==> config.mk <==
export PLATFORM = sky130hd
export DESIGN_NAME = regfile_2r1w
export DESIGN_NICKNAME = d
export VERILOG_FILES = /design/src/rtl/regfile_2r1w.sv
export SDC_FILE = /design/constraint.sdc
export NUM_CORES = 2
export LEC_CHECK = 0
export BUFFER_PORTS_ARGS = -buffer_cell sky130_fd_sc_hd__buf_2
export CORE_MARGIN = 2
export CORE_UTILIZATION = 31
export CTS_CLUSTER_DIAMETER = 30
export DETAILED_ROUTE_END_ITERATION = 12
export GPL_TIMING_DRIVEN = 0
export SLEW_MARGIN = 20
export SYNTH_ARGS = -nofsm -noshare
export SYNTH_HDL_FRONTEND = slang
export SYNTH_SLANG_ARGS = --single-unit
==> constraint.sdc <==
create_clock -name clk -period 2.93 [get_ports clk]
set_input_delay 0.4395 -clock clk [delete_from_list [all_inputs] [get_ports clk]]
set_output_delay 0.4395 -clock clk [all_outputs]
set_load 0.02 [all_outputs]
==> src/rtl/regfile_2r1w.sv <==
// regfile_2r1w: operand register file, one write port and two independent
// registered read ports (A, B). Entry 0 can be hardwired to zero and a
// same-cycle write can be forwarded to a read at the same address.
//
// Ports:
//   clk                  rising-edge clock
//   reset                synchronous, active-high; clears contents and outputs
//   wr_en/wr_addr/wr_data          write request
//   rd_en_a/rd_addr_a              read request, port A
//   rd_data_a/rd_valid_a           registered result, port A (one cycle later)
//   rd_en_b/rd_addr_b              read request, port B
//   rd_data_b/rd_valid_b           registered result, port B (one cycle later)
module regfile_2r1w #(
  parameter int unsigned WIDTH    = 32,
  parameter int unsigned ADDR_W   = 5,
  parameter int unsigned ZERO_REG = 1,
  parameter int unsigned BYPASS   = 1
) (
  input  logic              clk,
  input  logic              reset,
  input  logic              wr_en,
  input  logic [ADDR_W-1:0] wr_addr,
  input  logic [WIDTH-1:0]  wr_data,
  input  logic              rd_en_a,
  input  logic [ADDR_W-1:0] rd_addr_a,
  output logic [WIDTH-1:0]  rd_data_a,
  output logic              rd_valid_a,
  input  logic              rd_en_b,
  input  logic [ADDR_W-1:0] rd_addr_b,
  output logic [WIDTH-1:0]  rd_data_b,
  output logic              rd_valid_b
);

  localparam int unsigned DEPTH = 2 ** ADDR_W;

  logic [WIDTH-1:0] mem_q [DEPTH];
  logic [WIDTH-1:0] mem_d [DEPTH];

  logic [WIDTH-1:0] rd_data_a_q, rd_data_a_d;
  logic [WIDTH-1:0] rd_data_b_q, rd_data_b_d;
  logic             rd_valid_a_q, rd_valid_a_d;
  logic             rd_valid_b_q, rd_valid_b_d;

  logic wr_zero;
  logic rd_zero_a, rd_zero_b;
  logic hit_a, hit_b;

  // Address-0 qualifiers only matter when entry 0 is hardwired
  assign wr_zero   = (ZERO_REG != 0) && (wr_addr == '0);
  assign rd_zero_a = (ZERO_REG != 0) && (rd_addr_a == '0);
  assign rd_zero_b = (ZERO_REG != 0) && (rd_addr_b == '0);

  // Same-cycle write hitting each read address
  assign hit_a = (BYPASS != 0) && wr_en && (wr_addr == rd_addr_a);
  assign hit_b = (BYPASS != 0) && wr_en && (wr_addr == rd_addr_b);

  // Write port next state; writes to a hardwired zero entry are dropped
  always_comb begin
    mem_d = mem_q;
    if (wr_en && !wr_zero) begin
      mem_d[wr_addr] = wr_data;
    end
  end

  // Read port A next state; data holds when no request is made
  always_comb begin
    rd_data_a_d  = rd_data_a_q;
    rd_valid_a_d = rd_en_a;
    if (rd_en_a) begin
      if (rd_zero_a) begin
        rd_data_a_d = '0;
      end else if (hit_a) begin
        rd_data_a_d = wr_data;
      end else begin
        rd_data_a_d = mem_q[rd_addr_a];
      end
    end
  end

  // Read port B next state; data holds when no request is made
  always_comb begin
    rd_data_b_d  = rd_data_b_q;
    rd_valid_b_d = rd_en_b;
    if (rd_en_b) begin
      if (rd_zero_b) begin
        rd_data_b_d = '0;
      end else if (hit_b) begin
        rd_data_b_d = wr_data;
      end else begin
        rd_data_b_d = mem_q[rd_addr_b];
      end
    end
  end

  // State registers; reset wins over any same-cycle request
  always_ff @(posedge clk) begin
    if (reset) begin
      mem_q        <= '{default: '0};
      rd_data_a_q  <= '0;
      rd_data_b_q  <= '0;
      rd_valid_a_q <= 1'b0;
      rd_valid_b_q <= 1'b0;
    end else begin
      mem_q        <= mem_d;
      rd_data_a_q  <= rd_data_a_d;
      rd_data_b_q  <= rd_data_b_d;
      rd_valid_a_q <= rd_valid_a_d;
      rd_valid_b_q <= rd_valid_b_d;
    end
  end

  assign rd_data_a  = rd_data_a_q;
  assign rd_valid_a = rd_valid_a_q;
  assign rd_data_b  = rd_data_b_q;
  assign rd_valid_b = rd_valid_b_q;

endmodule
# Word level (Yosys, flattened, before mapping)
# Index checks and enable logic that the tools add are counted.
# op_classes
bitwise_logic	3
muxes	13
n_reduce_logical	8
n_lt_le_gt_ge	4
n_eq_ne	2
# ops
op	count
$bwmux 1024	1
$bmux 32 s5	2
$mux 32	9
$demux 32 s5	1
$ge 6x6->1 const B	3
$not 5->6	3
$logic_not 5->1	3
$eq 5x5->1	2
$lt 6x1->1 const B	1
$logic_and 1x1->1	4
$logic_not 1->1	1
# totals
regBits	1090
out_inout_bits	66
wordCells	66
input_bits	52

# Depth between registers and ports, before layout
# depth
depth_word	6
mapped_depth	9
depth_no_buf	5

# Worst setup path after synthesis
# Ideal clock, no wire load.
# synth_path
path_kind	input to register
startpoint	input port rd_addr_b[2]
endpoint	register rd_data_b_q[24] (netlist: rd_data_b[24])
path_buffers	3
path_stages	7
t_required_ns	2.803
setup_time_ns	0.127
slack_ns	0.731
arrival_ns	2.072
cell_sequence	buf_2 > buf_2 > clkbuf_1 > mux4_2 > a22oi_1 > a21oi_1 > or3_1
# synth_via
elab_chain_len	6
# synth_lines
element	line_no	rtl
start, declared	29	input logic [ADDR_W-1:0] rd_addr_b,
$not 5->6 (not written as such)	90	rd_data_b_d = mem_q[rd_addr_b];
$bmux 32 s5	90	
$mux 32 (not written as such) (2 in a row)	90	
$mux 32	87	end else if (hit_b) begin
$mux 32 (*)	85	if (rd_zero_b) begin
end signal, assigned	106	rd_data_b_q <= rd_data_b_d;
end, declared	40	logic [WIDTH-1:0] rd_data_b_q, rd_data_b_d;
# Mark *: on every way between the ends. The rest lies on a longest branch, timed or not. The select of a mux whose other input is x is not followed.
# A chain may end at the register's enable or synchronous reset.

# Worst setup path after layout
# layout_path
startpoint	input port rd_addr_a[2]
endpoint	register rd_data_a_q[21] (netlist: rd_data_a[21])
# layout_via
elab_chain_len	6
# layout_lines
element	line_no	rtl
start, declared	25	input logic [ADDR_W-1:0] rd_addr_a,
$not 5->6 (not written as such)	75	rd_data_a_d = mem_q[rd_addr_a];
$bmux 32 s5	75	
$mux 32 (not written as such) (2 in a row)	75	
$mux 32	72	end else if (hit_a) begin
$mux 32 (*)	70	if (rd_zero_a) begin
end signal, assigned	105	rd_data_a_q <= rd_data_a_d;
end, declared	39	logic [WIDTH-1:0] rd_data_a_q, rd_data_a_d;
# Marks and branches as above.

==> results.json <==
{
  "die_x_um": 417.5,
  "clockBufferDepth": 3,
  "vias": 47978,
  "ctsHtreeMaxLevel": 4,
  "grt_use_total_pct": 24.91,
  "postSynth.asyncResetShare_pct": 0,
  "dpl.hpwl_mm": 177.7,
  "die_h_um": 417.5,
  "start_kind": "input pin",
  "rsz0062_at_grt": "no",
  "clk_pin_slew_worst_paths_ns": 0.05,
  "drt_iter0_markers": 5793,
  "grt_pass1_vias": 47096,
  "finalCritPeriodShare_pct": 105.5,
  "worstPathArrival_ns": 3.89,
  "crit_buf_inv": 4,
  "finalSetupViolCount": 5,
  "ant_nets": 0,
  "yosysSeqAreaShare_pct": 41.17,
  "cp-endpoint": "rd_data_a[21]",
  "worstSetupPathType": "input pin to register",
  "layout_min_cycle_time_ns": 3.091,
  "first_pass_iters": 9,
  "io_pins": 118,
  "core.rowCount": 151,
  "hold_violations": 0,
  "crit_path_frequent_cell": "buf_2",
  "drv_slew": 0,
  "synth.avg_cell_area_um2": 9.056,
  "port_buffers": 75,
  "routed_wl_mm": 223.7,
  "synth_nets": 5905,
  "syn_to_final_growth_pct": 20.86,
  "cp_cell_sequence": "buf_2, buf_2, clkbuf_1, buf_2, mux4_2, o22ai_1, nor4_1, a221o_1",
  "cts_tree": "yes",
  "clk-insertion-delay-late_ns": 0.88,
  "worst_setup_path_end_kind": "register",
  "run_status": "finished, violations left",
  "hp-start": "wr_data[19]",
  "hp-class": "input pin to register",
  "cpMaxStageDelayCell": "nor4_1",
  "power.density_mw_per_mm2": 683.6,
  "place.gp.congestion": 1.004,
  "slew_headroom_pct": 26.67,
  "dp.cells": 8149,
  "max_cap_violations": 0,
  "slowest_delay_ns": 0.93,
  "p_leak_nw": 20.99,
  "antenna_found_initial": 25,
  "fp.dieArea_mm2": 0.1743,
  "wl_per_cell_um": 26.08,
  "clock_skew_ns": 0.05648,
  "path_delay_family": "buffers and inverters",
  "cp_num_cells": 8,
  "routed_via_density": 5.594,
  "synth_top_area_share_pct": 41.17,
  "synth_area_leader_cell": "dfxtp_1",
  "r2r_start": "mem_q[223]",
  "fmax_ghz": 0.3235,
  "multi_input_area_mm2": 0.02844,
  "ys_ff_latch": 1090,
  "peakVddDrop_mv": 0.5781,
  "fill_cells": 16878,
  "cts_setup_buffers": 0,
  "cts_root_buffer": "clkbuf_16",
  "grt_max_degree": 18,
  "start_util_pct": 31.24,
  "synthTopCellsByArea": "dfxtp_1 41%, mux4_2 22%, nand2_1 14%",
  "layout.nets": 6210,
  "grt_pass1_wl_mm": 315.9,
  "fin_cells": 8577,
  "yosys.cell_count.top_type": "nand2_1",
  "final_layout_size_suffix_gt1_share_pct": 18.81,
  "violations": "setup timing",
  "cts_buffers": 221,
  "cts.sinks": 1090,
  "yosys_warnings": 0,
  "drc_errors": 0,
  "reg2reg_depth": 5,
  "overflow": 0,
  "synthTopCellsByCount": "2,021 x nand2_1, 1,090 x dfxtp_1, 1,056 x a21oi_1",
  "synth_edf_count": 0,
  "synth_flop_cell": "dfxtp_1",
  "finalWorstSetupSlack_ns": -0.1613,
  "worst_slew_pin_slew_ns": 1.090,
  "crit_fanout": 10,
  "seq_area_mm2": 0.02182,
  "syn_area_mm2": 0.05300,
  "ff2ff_setup_slack_ns": 0.65,
  "core_area_mm2": 0.1697,
  "r2r-end": "rd_data_a[31]",
  "cp-startpoint": "rd_addr_a[2]",
  "fin_util_pct": 37.76,
  "synth_cells": 5853,
  "cp.required_ns": 3.73,
  "synth.distinct_cells": 35
}
## sequential cells by signal, summed over array words and instances, names as in the netlist
signal / cells
rd_data_b: 32
rd_valid_b: 1
mem_q: 1024
rd_valid_a: 1
rd_data_a: 32
## cell type report
class                           count  area share (%)
Antenna cell                       10         0.03906
Multi-Input combinational cell   4127           44.40
Tap cell                         2218           4.332
Timing Repair Buffer               82          0.6836
Buffer                            636           4.332
Clock inverter                    152           2.889
Sequential cell                  1090           34.06
Clock buffer                      262           9.263
## power breakdown
group | total (mW) | internal, mW | switching, mW
registers | 15.1 | 15.0 | 0.120
logic | 2.68 | 0.757 | 1.93
clock network | 26.0 | 16.6 | 9.41
total | 43.8 | 32.3 | 11.5
## worst reg2reg max path: cells and delay by family (launching register included)
family / cells / cell delay, ns
AOI/OAI and AO/OA: 2 / 0.48
DFF: 1 / 0.37
muxes: 2 / 0.51
and+or+nand+nor: 1 / 0.85
## through the flow
step	hold slack [ns]	setup TNS [ns]	setup slack, ns	total power, mW	instance area, um2
after global placement	0.4484	-581.04	-1.072	17.97	56160
after floorplan	0.4429	0	0.7310	16.95	53000
final	0.08923	-0.3415	-0.1613	43.80	64060
after detailed placement	0.4563	-169.47	-0.8821	18.01	56210
after global routing	0.1066	0	0.04645	44.73	64050
after CTS	0.04130	0	0.0005795	43.81	64030
## kinds of logic after synthesis
| logic type | share of synthesized area (%) |
|---|---|
| buffers and inverters | 5.229 |
| muxes | 22.96 |
| DFF | 41.17 |
| xor gates and xnor gates | 0.1652 |
| AOI/OAI and AO/OA | 14.26 |
| and+or+nand+nor | 16.21 |
## per-layer routing
metal	part of all wire [%]	GRT usage [%]	vias up	routed length, um
li1	-	-	21294	-
met3	9.0	5.056	571	20030
met4	7.1	16.17	6	15950
met5	0.021	0	-	46
met2	46	40.45	2440	103400
met1	38	30.03	23667	84260
## cell usage in the layout (no fill, tap or decap), drive strengths merged, types with 3 or more instances in the layout
cell | synthesis | layout
nand2 | 2021 | 2021
inv | 0 | 29
clkinv | 0 | 62
a22o | 64 | 64
and2 | 6 | 6
nor3 | 3 | 3
bufinv | 0 | 22
nand3b | 4 | 4
dfxtp | 1090 | 1090
xnor2 | 10 | 10
o22ai | 64 | 64
clkbuf | 416 | 678
a221o | 32 | 32
dlygate4sd3 | 0 | 4
nor2 | 36 | 36
nor3b | 4 | 4
diode | 0 | 10
a21oi | 1056 | 1056
or3b | 5 | 5
mux2i | 64 | 64
a22oi | 128 | 128
nor2b | 37 | 37
nor4 | 32 | 32
or3 | 32 | 32
clkinvlp | 0 | 39
buf | 220 | 298
or2 | 3 | 3
mux4 | 512 | 512
## how the worst min path moves through the flow
stage,end,slack (ns),cells after the start
floorplan,mem_q[100],0.44,2
global placement,mem_q[840],0.45,2
detailed placement,mem_q[8],0.46,2
CTS,mem_q[25],0.04,3
global route,mem_q[25],0.11,3
finish,mem_q[19],0.09,3
## what timing repair did
action / 4_1_cts / 5_1_grt
endpoints found under the setup margin: 0 / 1
hold buffers: 4 / 0
gates resized for setup: 0 / 1
endpoints found under the hold margin: 3 / 0
Note: power is estimated with default switching activity, not from simulation.
